$ cat src/rtl/comparator_tree_pipe_pkg.sv
// comparator_tree_pkg: node type, node combine function and tree geometry helpers
// No ports. Defaults describe the WIDTH=64, PIPE_EVERY=2 build.
package comparator_tree_pkg;
  typedef struct packed {
    logic eq;
    logic lt;
  } cmp_node_t;
  localparam int WIDTH_DEF = 64;
  localparam int PIPE_EVERY_DEF = 2;
  function automatic int log2w(input int width);
    return $clog2(width);
  endfunction
  function automatic int nstage(input int width, input int pipe_every);
    return ($clog2(width) + pipe_every - 1) / pipe_every;
  endfunction
  localparam int LOG2W = log2w(WIDTH_DEF);
  localparam int NSTAGE = nstage(WIDTH_DEF, PIPE_EVERY_DEF);
  function automatic cmp_node_t cmp_combine(input cmp_node_t hi, input cmp_node_t lo);
    return '{eq: hi.eq & lo.eq, lt: hi.lt | (hi.eq & lo.lt)};
  endfunction
endpackage

$ cat src/rtl/comparator_tree_pipe_if.sv
// comparator_tree_pipe_if: operand/result handshake bundle for comparator_tree_pipe
// master drives in_valid/op1/op2/in_tag/out_ready; slave drives in_ready/out_valid/EQ/LT/LTu/out_tag.
interface comparator_tree_pipe_if #(
  parameter int WIDTH = 64,
  parameter int TAG_W = 4
);
  logic in_valid;
  logic in_ready;
  logic [WIDTH-1:0] op1;
  logic [WIDTH-1:0] op2;
  logic [TAG_W-1:0] in_tag;
  logic out_valid;
  logic out_ready;
  logic EQ;
  logic LT;
  logic LTu;
  logic [TAG_W-1:0] out_tag;
  modport master (
    output in_valid, op1, op2, in_tag, out_ready,
    input in_ready, out_valid, EQ, LT, LTu, out_tag
  );
  modport slave (
    input in_valid, op1, op2, in_tag, out_ready,
    output in_ready, out_valid, EQ, LT, LTu, out_tag
  );
endinterface

$ cat src/rtl/comparator_tree_pipe_level.sv
// cmp_tree_level: one combinational tree level reducing N nodes to N/2
// in_nodes: N nodes, index 2i+1 is the more significant of each pair; out_nodes: N/2 nodes.
module cmp_tree_level import comparator_tree_pkg::*; #(
  parameter int N = 2
) (
  input cmp_node_t [N-1:0] in_nodes,
  output cmp_node_t [N/2-1:0] out_nodes
);
  always_comb
    for (int i = 0; i < N / 2; i++) out_nodes[i] = cmp_combine(in_nodes[2*i+1], in_nodes[2*i]);
endmodule

$ cat src/rtl/comparator_tree_pipe.sv
// comparator_tree_pipe: pipelined EQ / signed LT / unsigned LTu comparator tree with valid/ready
// Ports: clk, reset (async, active-high), bus (slave modport of comparator_tree_pipe_if).
module comparator_tree_pipe import comparator_tree_pkg::*; #(
  parameter int WIDTH = 64,
  parameter int PIPE_EVERY = 2,
  parameter int TAG_W = 4
) (
  input logic clk,
  input logic reset,
  comparator_tree_pipe_if.slave bus
);
  localparam int LVLS = log2w(WIDTH);
  localparam int STAGES = nstage(WIDTH, PIPE_EVERY);
  localparam int SBW = TAG_W + 3;
  logic adv;
  logic out_valid_q, out_valid_d, eq_q, eq_d, lt_q, lt_d, ltu_q, ltu_d;
  logic [TAG_W-1:0] tag_q, tag_d;
  // sideband chain {valid, op1 msb, op2 msb, tag}; index = registers passed
  logic [STAGES-1:0][SBW-1:0] sb;
  logic [SBW-1:0] sb_last;
  cmp_node_t root;
  // the whole pipe moves together; bubbles are carried, not squeezed out
  assign adv = bus.out_ready | ~out_valid_q;
  assign bus.in_ready = adv;
  assign sb[0] = {bus.in_valid, bus.op1[WIDTH-1], bus.op2[WIDTH-1], bus.in_tag};
  for (genvar s = 1; s < STAGES; s++) begin : g_sb
    logic [SBW-1:0] sb_d, sb_q;
    always_comb sb_d = adv ? sb[s-1] : sb_q;
    always_ff @(posedge clk or posedge reset)
      if (reset) sb_q <= '0;
      else sb_q <= sb_d;
    assign sb[s] = sb_q;
  end
  for (genvar l = 0; l < LVLS; l++) begin : g_lvl
    localparam int N = WIDTH >> l;
    cmp_node_t [N-1:0] lin;
    cmp_node_t [N/2-1:0] lout, lres;
    if (l == 0) begin : g_leaf
      always_comb
        for (int i = 0; i < WIDTH; i++) lin[i] = {~(bus.op1[i] ^ bus.op2[i]), ~bus.op1[i] & bus.op2[i]};
    end else begin : g_link
      assign lin = g_lvl[l-1].lres;
    end
    cmp_tree_level #(.N(N)) u_level (.in_nodes(lin), .out_nodes(lout));
    // the last level feeds the output registers instead of a stage register
    if ((l + 1) % PIPE_EVERY == 0 && l != LVLS - 1) begin : g_reg
      cmp_node_t [N/2-1:0] node_d, node_q;
      always_comb node_d = adv ? lout : node_q;
      always_ff @(posedge clk) node_q <= node_d;
      assign lres = node_q;
    end else begin : g_pass
      assign lres = lout;
    end
  end
  assign sb_last = sb[STAGES-1];
  assign root = g_lvl[LVLS-1].lres[0];
  // differing sign bits decide signed order on their own: the negative operand is smaller
  always_comb begin
    out_valid_d = adv ? sb_last[SBW-1] : out_valid_q;
    eq_d = adv ? root.eq : eq_q;
    ltu_d = adv ? root.lt : ltu_q;
    lt_d = adv ? ((sb_last[SBW-2] ^ sb_last[SBW-3]) ? sb_last[SBW-2] : root.lt) : lt_q;
    tag_d = adv ? sb_last[TAG_W-1:0] : tag_q;
  end
  always_ff @(posedge clk or posedge reset)
    if (reset) begin
      out_valid_q <= 1'b0;
      eq_q <= 1'b0;
      lt_q <= 1'b0;
      ltu_q <= 1'b0;
      tag_q <= '0;
    end else begin
      out_valid_q <= out_valid_d;
      eq_q <= eq_d;
      lt_q <= lt_d;
      ltu_q <= ltu_d;
      tag_q <= tag_d;
    end
  assign bus.out_valid = out_valid_q;
  assign bus.EQ = eq_q;
  assign bus.LT = lt_q;
  assign bus.LTu = ltu_q;
  assign bus.out_tag = tag_q;
endmodule

$ cat src/flat_wrapper.sv
// flat-port wrapper written by rule: the top's interface ports become plain ports
module comparator_tree_pipe_flat import comparator_tree_pkg::*;
#(
  parameter int WIDTH = 64,
  parameter int PIPE_EVERY = 2,
  parameter int TAG_W = 4
)
  (clk, reset, bus_in_valid, bus_op1, bus_op2, bus_in_tag, bus_out_ready, bus_in_ready, bus_out_valid, bus_EQ, bus_LT, bus_LTu, bus_out_tag);
  comparator_tree_pipe_if #(.WIDTH(WIDTH), .TAG_W(TAG_W)) bus_i ();
  input logic clk;
  input logic reset;
  input wire logic [$bits(bus_i.in_valid)-1:0] bus_in_valid;
  input wire logic [$bits(bus_i.op1)-1:0] bus_op1;
  input wire logic [$bits(bus_i.op2)-1:0] bus_op2;
  input wire logic [$bits(bus_i.in_tag)-1:0] bus_in_tag;
  input wire logic [$bits(bus_i.out_ready)-1:0] bus_out_ready;
  output wire logic [$bits(bus_i.in_ready)-1:0] bus_in_ready;
  output wire logic [$bits(bus_i.out_valid)-1:0] bus_out_valid;
  output wire logic [$bits(bus_i.EQ)-1:0] bus_EQ;
  output wire logic [$bits(bus_i.LT)-1:0] bus_LT;
  output wire logic [$bits(bus_i.LTu)-1:0] bus_LTu;
  output wire logic [$bits(bus_i.out_tag)-1:0] bus_out_tag;
  assign bus_i.in_valid = bus_in_valid;
  assign bus_i.op1 = bus_op1;
  assign bus_i.op2 = bus_op2;
  assign bus_i.in_tag = bus_in_tag;
  assign bus_i.out_ready = bus_out_ready;
  assign bus_in_ready = bus_i.in_ready;
  assign bus_out_valid = bus_i.out_valid;
  assign bus_EQ = bus_i.EQ;
  assign bus_LT = bus_i.LT;
  assign bus_LTu = bus_i.LTu;
  assign bus_out_tag = bus_i.out_tag;
  comparator_tree_pipe #(.WIDTH(WIDTH), .PIPE_EVERY(PIPE_EVERY), .TAG_W(TAG_W)) u_core (.clk(clk), .reset(reset), .bus(bus_i));
endmodule
$ cat config.mk
export PLATFORM = sky130hd
export DESIGN_NAME = comparator_tree_pipe_flat
export DESIGN_NICKNAME = d
export VERILOG_FILES = /design/src/rtl/comparator_tree_pipe_pkg.sv /design/src/rtl/comparator_tree_pipe_if.sv /design/src/rtl/comparator_tree_pipe_level.sv /design/src/rtl/comparator_tree_pipe.sv /design/src/flat_wrapper.sv
export SDC_FILE = /design/constraint.sdc
export NUM_CORES = 1
export LEC_CHECK = 0
export ABC_AREA = 1
export CAP_MARGIN = 10
export CORE_AREA = 2 2 95 97
export CTS_CLUSTER_DIAMETER = 100
export CTS_CLUSTER_SIZE = 20
export DETAILED_ROUTE_END_ITERATION = 12
export DIE_AREA = 0 0 97 99
export GPL_ROUTABILITY_DRIVEN = 0
export GPL_TIMING_DRIVEN = 1
export PLACE_DENSITY_LB_ADDON = 0.08
export SYNTH_ARGS = -nofsm -noshare
export SYNTH_HDL_FRONTEND = slang
export SYNTH_SLANG_ARGS = --single-unit
$ cat constraint.sdc
create_clock -name clk -period 1.4 [get_ports clk]
set_input_delay 0.14 -clock clk [delete_from_list [all_inputs] [get_ports clk]]
set_output_delay 0.14 -clock clk [all_outputs]
set_load 0.02 [all_outputs]
# Word level (Yosys, flattened, before mapping)
# Index checks and enable logic that the tools add are counted.
# totals
reg_bits,62
latchBits,0
ramBits,0
mem_bits_ro,0
input_bits,136
output_inout_bits,9
elab_cells,496
memories,0
# classes
addsub,0
multipliers,0
div_mod_pow,0
order_cmp,0
eq_ne,0
n_shift,0
mux,1
bitwise_logic,448
reduce_logical,0
# op_table
operator,count
$and A1 B1 Y1,190
$not A1 Y1,129
$xor A1 B1 Y1,65
$or A1 B1 Y1,64
$mux W1,1

# Logic depth before layout (Yosys ltp)
# Gate-level depths: netlist (run 1).
# depth
ltp_word,6
ltp_mapped,6

# By module
# Synthesis (run 1) repeated with hierarchy kept, for this count alone.
# unflattened
hier_cells,575
hier_area_um2,4301.6
# by_module_without_submodules
module,instances,cells_each,area_per_inst_um2
comparator_tree_pipe,1,260,3119.2
cmp_tree_level at u_core.g_lvl[0].u_level,1,160,600.6
cmp_tree_level at u_core.g_lvl[1].u_level,1,80,300.3
cmp_tree_level at u_core.g_lvl[2].u_level,1,40,150.1
cmp_tree_level at u_core.g_lvl[3].u_level,1,20,75.1
cmp_tree_level at u_core.g_lvl[4].u_level,1,10,37.5
cmp_tree_level at u_core.g_lvl[5].u_level,1,5,18.8

# Worst setup path before layout (run 1)
# OpenSTA, ideal clock, no wires.
# synth_path
path_type,reg2reg
from,"reg u_core.out_valid_q, in the netlist u_core.bus.out_valid"
to,reg u_core.g_lvl[1].g_reg.node_q[0] (netlist bit) (enable)
t_arrival_ns,1.040
slack_ns,-0.010
path_stages_with_launch,3
n_path_buf,1
period_less_slack_ns,1.410
cell_sequence,dfrtp_1 nand2_4 buf_4
# synth_via
elab_chain_len,2
# synth_rtl
element,line,rtl
"start, declared",comparator_tree_pipe.sv:16,"logic out_valid_q, out_valid_d, eq_q, eq_d, lt_q, lt_d, ltu_q, ltu_d;"
"start signal, assigned",comparator_tree_pipe.sv:73,out_valid_q <= out_valid_d;
$not A1 Y1,comparator_tree_pipe.sv:23,assign adv = bus.out_ready | ~out_valid_q;
$or A1 B1 Y1,comparator_tree_pipe.sv:23,
net bus_in_ready,flat_wrapper.sv:17,output wire logic [$bits(bus_i.in_ready)-1:0] bus_in_ready;
"end signal, assigned",comparator_tree_pipe.sv:49,always_ff @(posedge clk) node_q <= node_d;
"end, declared",comparator_tree_pipe.sv:47,"cmp_node_t [N/2-1:0] node_d, node_q;"
# The timed path passes the listed nets, and every way through them passes these cells.
# A chain may end at the register's enable or synchronous reset.

# Worst setup path after layout (run 1)
# layout_path
from,"reg u_core.out_valid_q, in the netlist u_core.bus.out_valid"
to,out bus_in_ready
# layout_via
elab_chain_len,2
# layout_rtl
element,line
$not A1 Y1,comparator_tree_pipe.sv:23
$or A1 B1 Y1,comparator_tree_pipe.sv:23
"end, declared",flat_wrapper.sv:17
# Every way passes these cells.

==> metrics.txt, run 1 <==
outcome=completed; vias in the first global route=3087; commonest non-fill, non-tap cell in the layout=clkdlybuf4s50_1; maxcap violations=0; syn_area_per_cell=9.52 um2; Setup WS post-layout=about 0.13 ns; Num CTS Buffers=9; Inserted Diodes=0; Unique masters post-synth=18; Multi-input gate area=about 1600 um2; worst-skew pair later-pin latency=0.33 ns; clk sink count=62; layout cells sized above 1=5.61%; Die H=99 um; fmax=788 MHz; number of synthesized register bits=62; leading cell types in the layout, fill and taps excluded=135 x clkdlybuf4s50_1, 84 x nand2_1, 74 x inv_1; final setup violation count=0; num rows=34; slew margin rel.=84.1%; Seq/Total Area, Yosys=47.3%; RSZ-0062 raised after global routing=no; # fillers=708; Initial Util=43.3%; Lkg Pwr=approximately 2.7 nW; Via-to-Cell Ratio=4.57; first-pass GRT wire length=roughly 13000 um; Least-Margin Pin Slew=0.238 ns; Pwr Total=6.00 mW; I/O pin cnt=145; Combinational Power Share=between 20% and 30%; Max clock buf depth=2; drt wl/cell=11.0 um; antenna violations before repair=0; CTS tree=built; share of total power in the clock network=26.7%; WL final=7240 um; Sw Share=roughly 28%; Via Count=3021; Syn-to-layout area delta=49.2%; Mapped Nets=about 590; Global Route Usage Sum=between 15 and 20%; post-layout net count=748; largest net degree at the start of global routing=25; yosys synthesis warning count=0; Worst Hold Class=input pin to async pin; startpoint types=flop; worst hold slack=0.132 ns; kind of critical path=flop to output pin; Port Buffers=144; Final Hold Vio Count=0; Clock Skew=0.00486 ns; Final min period=1.27 ns; 1st-iter DRT viols=102; proportion of power drawn by flip-flops and latches=between 40% and 50%; Root Driver=clkbuf_8; Crit Path Max Fanout=2; fin util=between 60% and 70%; Crit. End Element=output pin; PD cells=1090 nW/um2; die area=9600 um2; Setup WS pre-CTS=-0.0494 ns; Die X=97 um; Worst VDD drop=0.000722 V; H-tree Lvls=3; Clk pin slew, worst setup/hold paths=0.06 ns; detailed placement HPWL=6130 um; drt first pass iters=4; Reg area=1750 um2; grt ovf=0; Final ANT Viol Nets=0; DR DRC count=0; Mapped Cells=389; Mapped Area=between 3000 and 4000 um2; Critical Path AT=1.13 ns; NetSw=1.66 mW; hold buffers post-CTS=0; core area=8550 um2; Crit path required time=around 1.3 ns; fin crit share=90.6%; Power Internal=4.35 mW; Max Slew Vio Count=0
registers in the layout (all words and copies together), names as in the netlist:
name	cells
u_core.bus.EQ	1
u_core.g_lvl.g_reg.node_q	40
u_core.bus.out_valid	1
u_core.bus.LTu	1
u_core.bus.out_tag	4
u_core.bus.LT	1
u_core.g_sb.sb_q	14
critical path, cell delays in order (launching register included):
cell	delay (ns)
dfrtp_1	0.40
nand2_4	0.07
dlygate4sd2_1	0.32
cell usage after synthesis:
master,number,area [um2]
o21ai_0,21,105
inv_4,1,6.26
a21oi_1,41,205
ha_1,64,801
edfxtp_1,40,1200
inv_2,1,3.75
nand3_1,2,10.0
nand2_1,84,315
nand2_2,2,12.5
o21ai_2,6,52.6
o21ai_1,6,30.0
dfrtp_1,22,551
buf_4,1,7.51
buf_6,2,22.5
inv_1,74,278
buf_8,1,15.0
nor2_1,20,75.1
nand2_4,1,11.3
layout make-up:
cell class                      instances  area share (%)
Multi-Input combinational cell        247            29.3
Inverter                               76            5.21
Clock buffer                           10            2.31
Sequential cell                        62            31.7
Clock inverter                          6            1.38
Timing Repair Buffer                  152            27.7
Tap cell                              108            2.45
per-stage QoR:
stage | area (um2) | setup TNS, ns | std cells
4_1_cts | 5520 | 0 | 661
5_1_grt | 5520 | 0 | 661
3_3_place_gp | 5330 | -0.198 | 645
6_report | 5520 | 0 | 661
3_5_place_dp | 5330 | -0.536 | 645
2_1_floorplan | 3710 | 0 | 389
kinds of logic after synthesis:
family,Yosys count,synth area share [%]
and+or+nand+nor,109,11.5
AOI/OAI and AO/OA,74,10.6
buffers and inverters,80,8.99
DFF,62,47.3
adders and majority gates,64,21.6
metal layers:
metal | global-route usage [%] | share of wire [%] | vias to the layer above
met3 | 4.18 | 4.9 | 9
met1 | 16.3 | 40 | 1336
li1 | - | - | 1594
met2 | 31.0 | 54 | 82
met4 | 5.96 | 1.7 | 0
met5 | 0 | 0 | -
what timing repair did:
item	CTS	global route
buffers inserted	0	0
setup endpoints to repair	9	0
resized for setup	9	0
path summary, 6_finish.rpt:
path	startpoint	to	slack, ns	cells past startpoint
worst min-delay path	reset	u_core.g_sb[1].sb_q[4]	0.13	3
worst max register to register	u_core.bus.out_valid	u_core.g_sb[1].sb_q[5]	0.20	6
worst min register to register	u_core.g_sb[2].sb_q[6]	u_core.bus.out_valid	0.45	2
worst max-delay path	u_core.bus.out_valid	bus_in_ready	0.13	2
min in group clk	bus_in_valid	u_core.g_sb[1].sb_q[6]	0.36	3
max in group asynchronous	reset	u_core.bus.out_valid	1.09	3
power by group through the flow:
stage | Combinational (mW) | Clock (mW) | Sequential, mW
after floorplan | 0.827 | 0 | 2.82
after global placement | 1.73 | 0 | 2.74
after detailed placement | 1.78 | 0 | 2.75
after CTS | 1.71 | 1.64 | 2.72
after global routing | 1.90 | 1.73 | 2.77
final | 1.68 | 1.61 | 2.71
Note: power is estimated with default switching activity, not from simulation.
==> run 2: changes to the inputs <==
--- a/config.mk
+++ b/config.mk
@@ -14,7 +14,9 @@
 export DIE_AREA = 0 0 97 99
 export GPL_ROUTABILITY_DRIVEN = 0
 export GPL_TIMING_DRIVEN = 1
+export MAX_ROUTING_LAYER = met4
 export PLACE_DENSITY_LB_ADDON = 0.08
+export SKIP_LAST_GASP = 1
 export SYNTH_ARGS = -nofsm -noshare
 export SYNTH_HDL_FRONTEND = slang
 export SYNTH_SLANG_ARGS = --single-unit
==> run 2 against run 1 <==
Net effect: final cell count unchanged; cell area did not move; critical path type unchanged; sequential share of layout area is the same; non-clock buffer count is the same; via count increased by 0.17%; clock-buffer cell count unchanged; worst setup slack improved by 0.0037 ns; clock skew is essentially flat.
==> metrics.txt, run 2 (same netlist as run 1, synthesis figures left out) <==
Setup WS post-layout=0.135 ns (+0.00367 ns); Clock Skew=0.00484 ns (-0.0000159 ns); Crit path largest cell delay=0.40 ns (about the same); share of total power in the clock network=26.7% (about the same); Final Hold Vio Count=0 (unchanged); Sw Share=27.6% (-0.054 points); CP max-delay cell=dfrtp_1; Syn-to-layout area delta=49.2% (unchanged); Crit Path Max Fanout=2 (unchanged); post-layout net count=748 (unchanged); CTS tree=built; first-pass GRT wire length=12500 um (-0.22%); NetSw=1.65 mW (-0.26%); Combinational Power Share=28.0% (about the same); Clk pin slew, worst setup/hold paths=0.06 ns (about the same); setup TNS=0 ns (unchanged); I/O pin cnt=145 (unchanged); RSZ-0062 raised after global routing=no; PD cells=1090 nW/um2 (about the same); startpoint types=flop; r2r startpoint=u_core.bus.out_valid; Via-to-Cell Ratio=4.58 (+0.17%); Global Route Usage Sum=16.5% (+0.50 points); worst r2r dst=u_core.g_sb[1].sb_q[5]; largest net degree at the start of global routing=25 (unchanged); clk sink count=62 (unchanged); Worst Hold Class=input pin to async pin; drt first pass iters=4 (unchanged); Root Driver=clkbuf_8; num rows=34 (unchanged); fin util=64.6% (unchanged); slew margin rel.=84.3% (+0.14 points); maxcap violations=0 (unchanged); Setup WS pre-CTS=-0.0494 ns (unchanged); vias in the first global route=3085 (-0.065%); die area=9600 um2 (unchanged); largest reg by FF count=u_core.g_lvl.g_reg.node_q; worst-skew pair later-pin latency=0.33 ns (about the same); layout cells sized above 1=5.61% (unchanged); core area=8550 um2 (unchanged); final setup violation count=0 (unchanged); Worst VDD drop=0.000719 V (-0.41%); WL final=7210 um (-0.43%); Die H=99 um (unchanged); Die X=97 um (unchanged); R2R depth=6 (unchanged); fmax=790 MHz (+0.29%); Critical Path AT=1.13 ns (about the same); 1st-iter DRT viols=111 (+8.8%); kind of critical path=flop to output pin; R2R setup slack=0.20 ns (about the same); Final ANT Viol Nets=0 (unchanged); hold buffers post-CTS=0 (unchanged); H-tree Lvls=3 (unchanged); CP Cell Sequence=nand2_4 > dlygate4sd2_1; fin crit share=90.4% (-0.26 points); Max clock buf depth=2 (unchanged); max reg flops=40 (unchanged); antenna violations before repair=0 (unchanged); Final min period=1.27 ns (-0.00367 ns); post-CTS setup buffer count=0 (unchanged); drt wl/cell=10.9 um (-0.43%); outcome=completed; Via Count=3026 (+0.17%); Num CTS Buffers=9 (unchanged); Max Slew Vio Count=0 (unchanged); detailed placement HPWL=6130 um (unchanged); Crit path required time=1.26 ns (about the same); Crit. End Element=output pin; DR DRC count=0 (unchanged); leading cell types in the layout, fill and taps excluded=135 x clkdlybuf4s50_1, 84 x nand2_1, 74 x inv_1; grt ovf=0 (unchanged); Initial Util=43.3% (unchanged); Least-Margin Pin Slew=0.236 ns (-0.00213 ns); # fillers=708 (unchanged); Port Buffers=144 (unchanged); proportion of power drawn by flip-flops and latches=45.3% (about the same); commonest non-fill, non-tap cell in the layout=clkdlybuf4s50_1; Inserted Diodes=0 (unchanged); Lkg Pwr=2.67 nW (unchanged); worst hold slack=0.135 ns (+0.00368 ns); Power Internal=4.35 mW (about the same)
run 2: critical path, delay by kind of cell, from the launching register on:
family        cells  cell delay (ns)
flops             1             0.40
buf+inv           1             0.32
simple gates      1             0.07
run 2: worst max-delay path by stage:
stage,start,depth (start not counted),slack [ns],end
4_1_cts,u_core.bus.out_valid,2,0.11,bus_in_ready
2_1_floorplan,u_core.bus.out_valid,2,0.11,u_core.g_lvl[1].g_reg.node_q[0]
3_3_place_gp,bus_out_ready,4,-0.04,bus_in_ready
3_5_place_dp,bus_op1[31],5,-0.05,u_core.g_lvl[1].g_reg.node_q[14]
6_report,u_core.bus.out_valid,2,0.13,bus_in_ready
5_1_grt,u_core.bus.out_valid,2,0.07,bus_in_ready
run 2: timing repair:
action | 4_1_cts | 5_1_grt
hold endpoints to repair | 0 | 0
setup endpoints to repair | 9 | 0
gates resized for setup | 9 | 0
run 2: metal layers:
layer	share of wire, %	track usage, %
met1	39	16.3
met2	54	31.0
met3	5.6	5.11
met4	1.4	4.66
met5	0	-
run 2: per-stage QoR:
step	total power, mW	std cells	cell area (um2)
after global routing	6.41	661	5520
after floorplan	3.65	389	3710
final	6.00	661	5520
after global placement	4.47	645	5330
after detailed placement	4.53	645	5330
after CTS	6.08	661	5520
run 2: layout make-up:
cell class	count	area [um2]	area share, %
Clock inverter	6	76.3	1.38
Tap cell	108	135	2.45
Multi-Input combinational cell	247	1620	29.3
Sequential cell	62	1750	31.7
Timing Repair Buffer	152	1530	27.7
Clock buffer	10	128	2.31
Inverter	76	288	5.21
run 2: power by group through the flow:
stage | combinational (mW) | clock [mW] | sequential, mW
floorplan | 0.827 | 0 | 2.82
CTS | 1.71 | 1.64 | 2.72
detailed placement | 1.78 | 0 | 2.75
finish | 1.68 | 1.60 | 2.72
global placement | 1.73 | 0 | 2.74
global route | 1.90 | 1.74 | 2.77
==> run 3: changes to the inputs <==
--- a/config.mk
+++ b/config.mk
@@ -9,7 +9,6 @@
 export CAP_MARGIN = 10
 export CORE_AREA = 2 2 95 97
 export CTS_CLUSTER_DIAMETER = 100
-export CTS_CLUSTER_SIZE = 20
 export DETAILED_ROUTE_END_ITERATION = 12
 export DIE_AREA = 0 0 97 99
 export GPL_ROUTABILITY_DRIVEN = 0
==> results of run 3 <==
Final layout, timing and power as in run 2 (identical DEF).
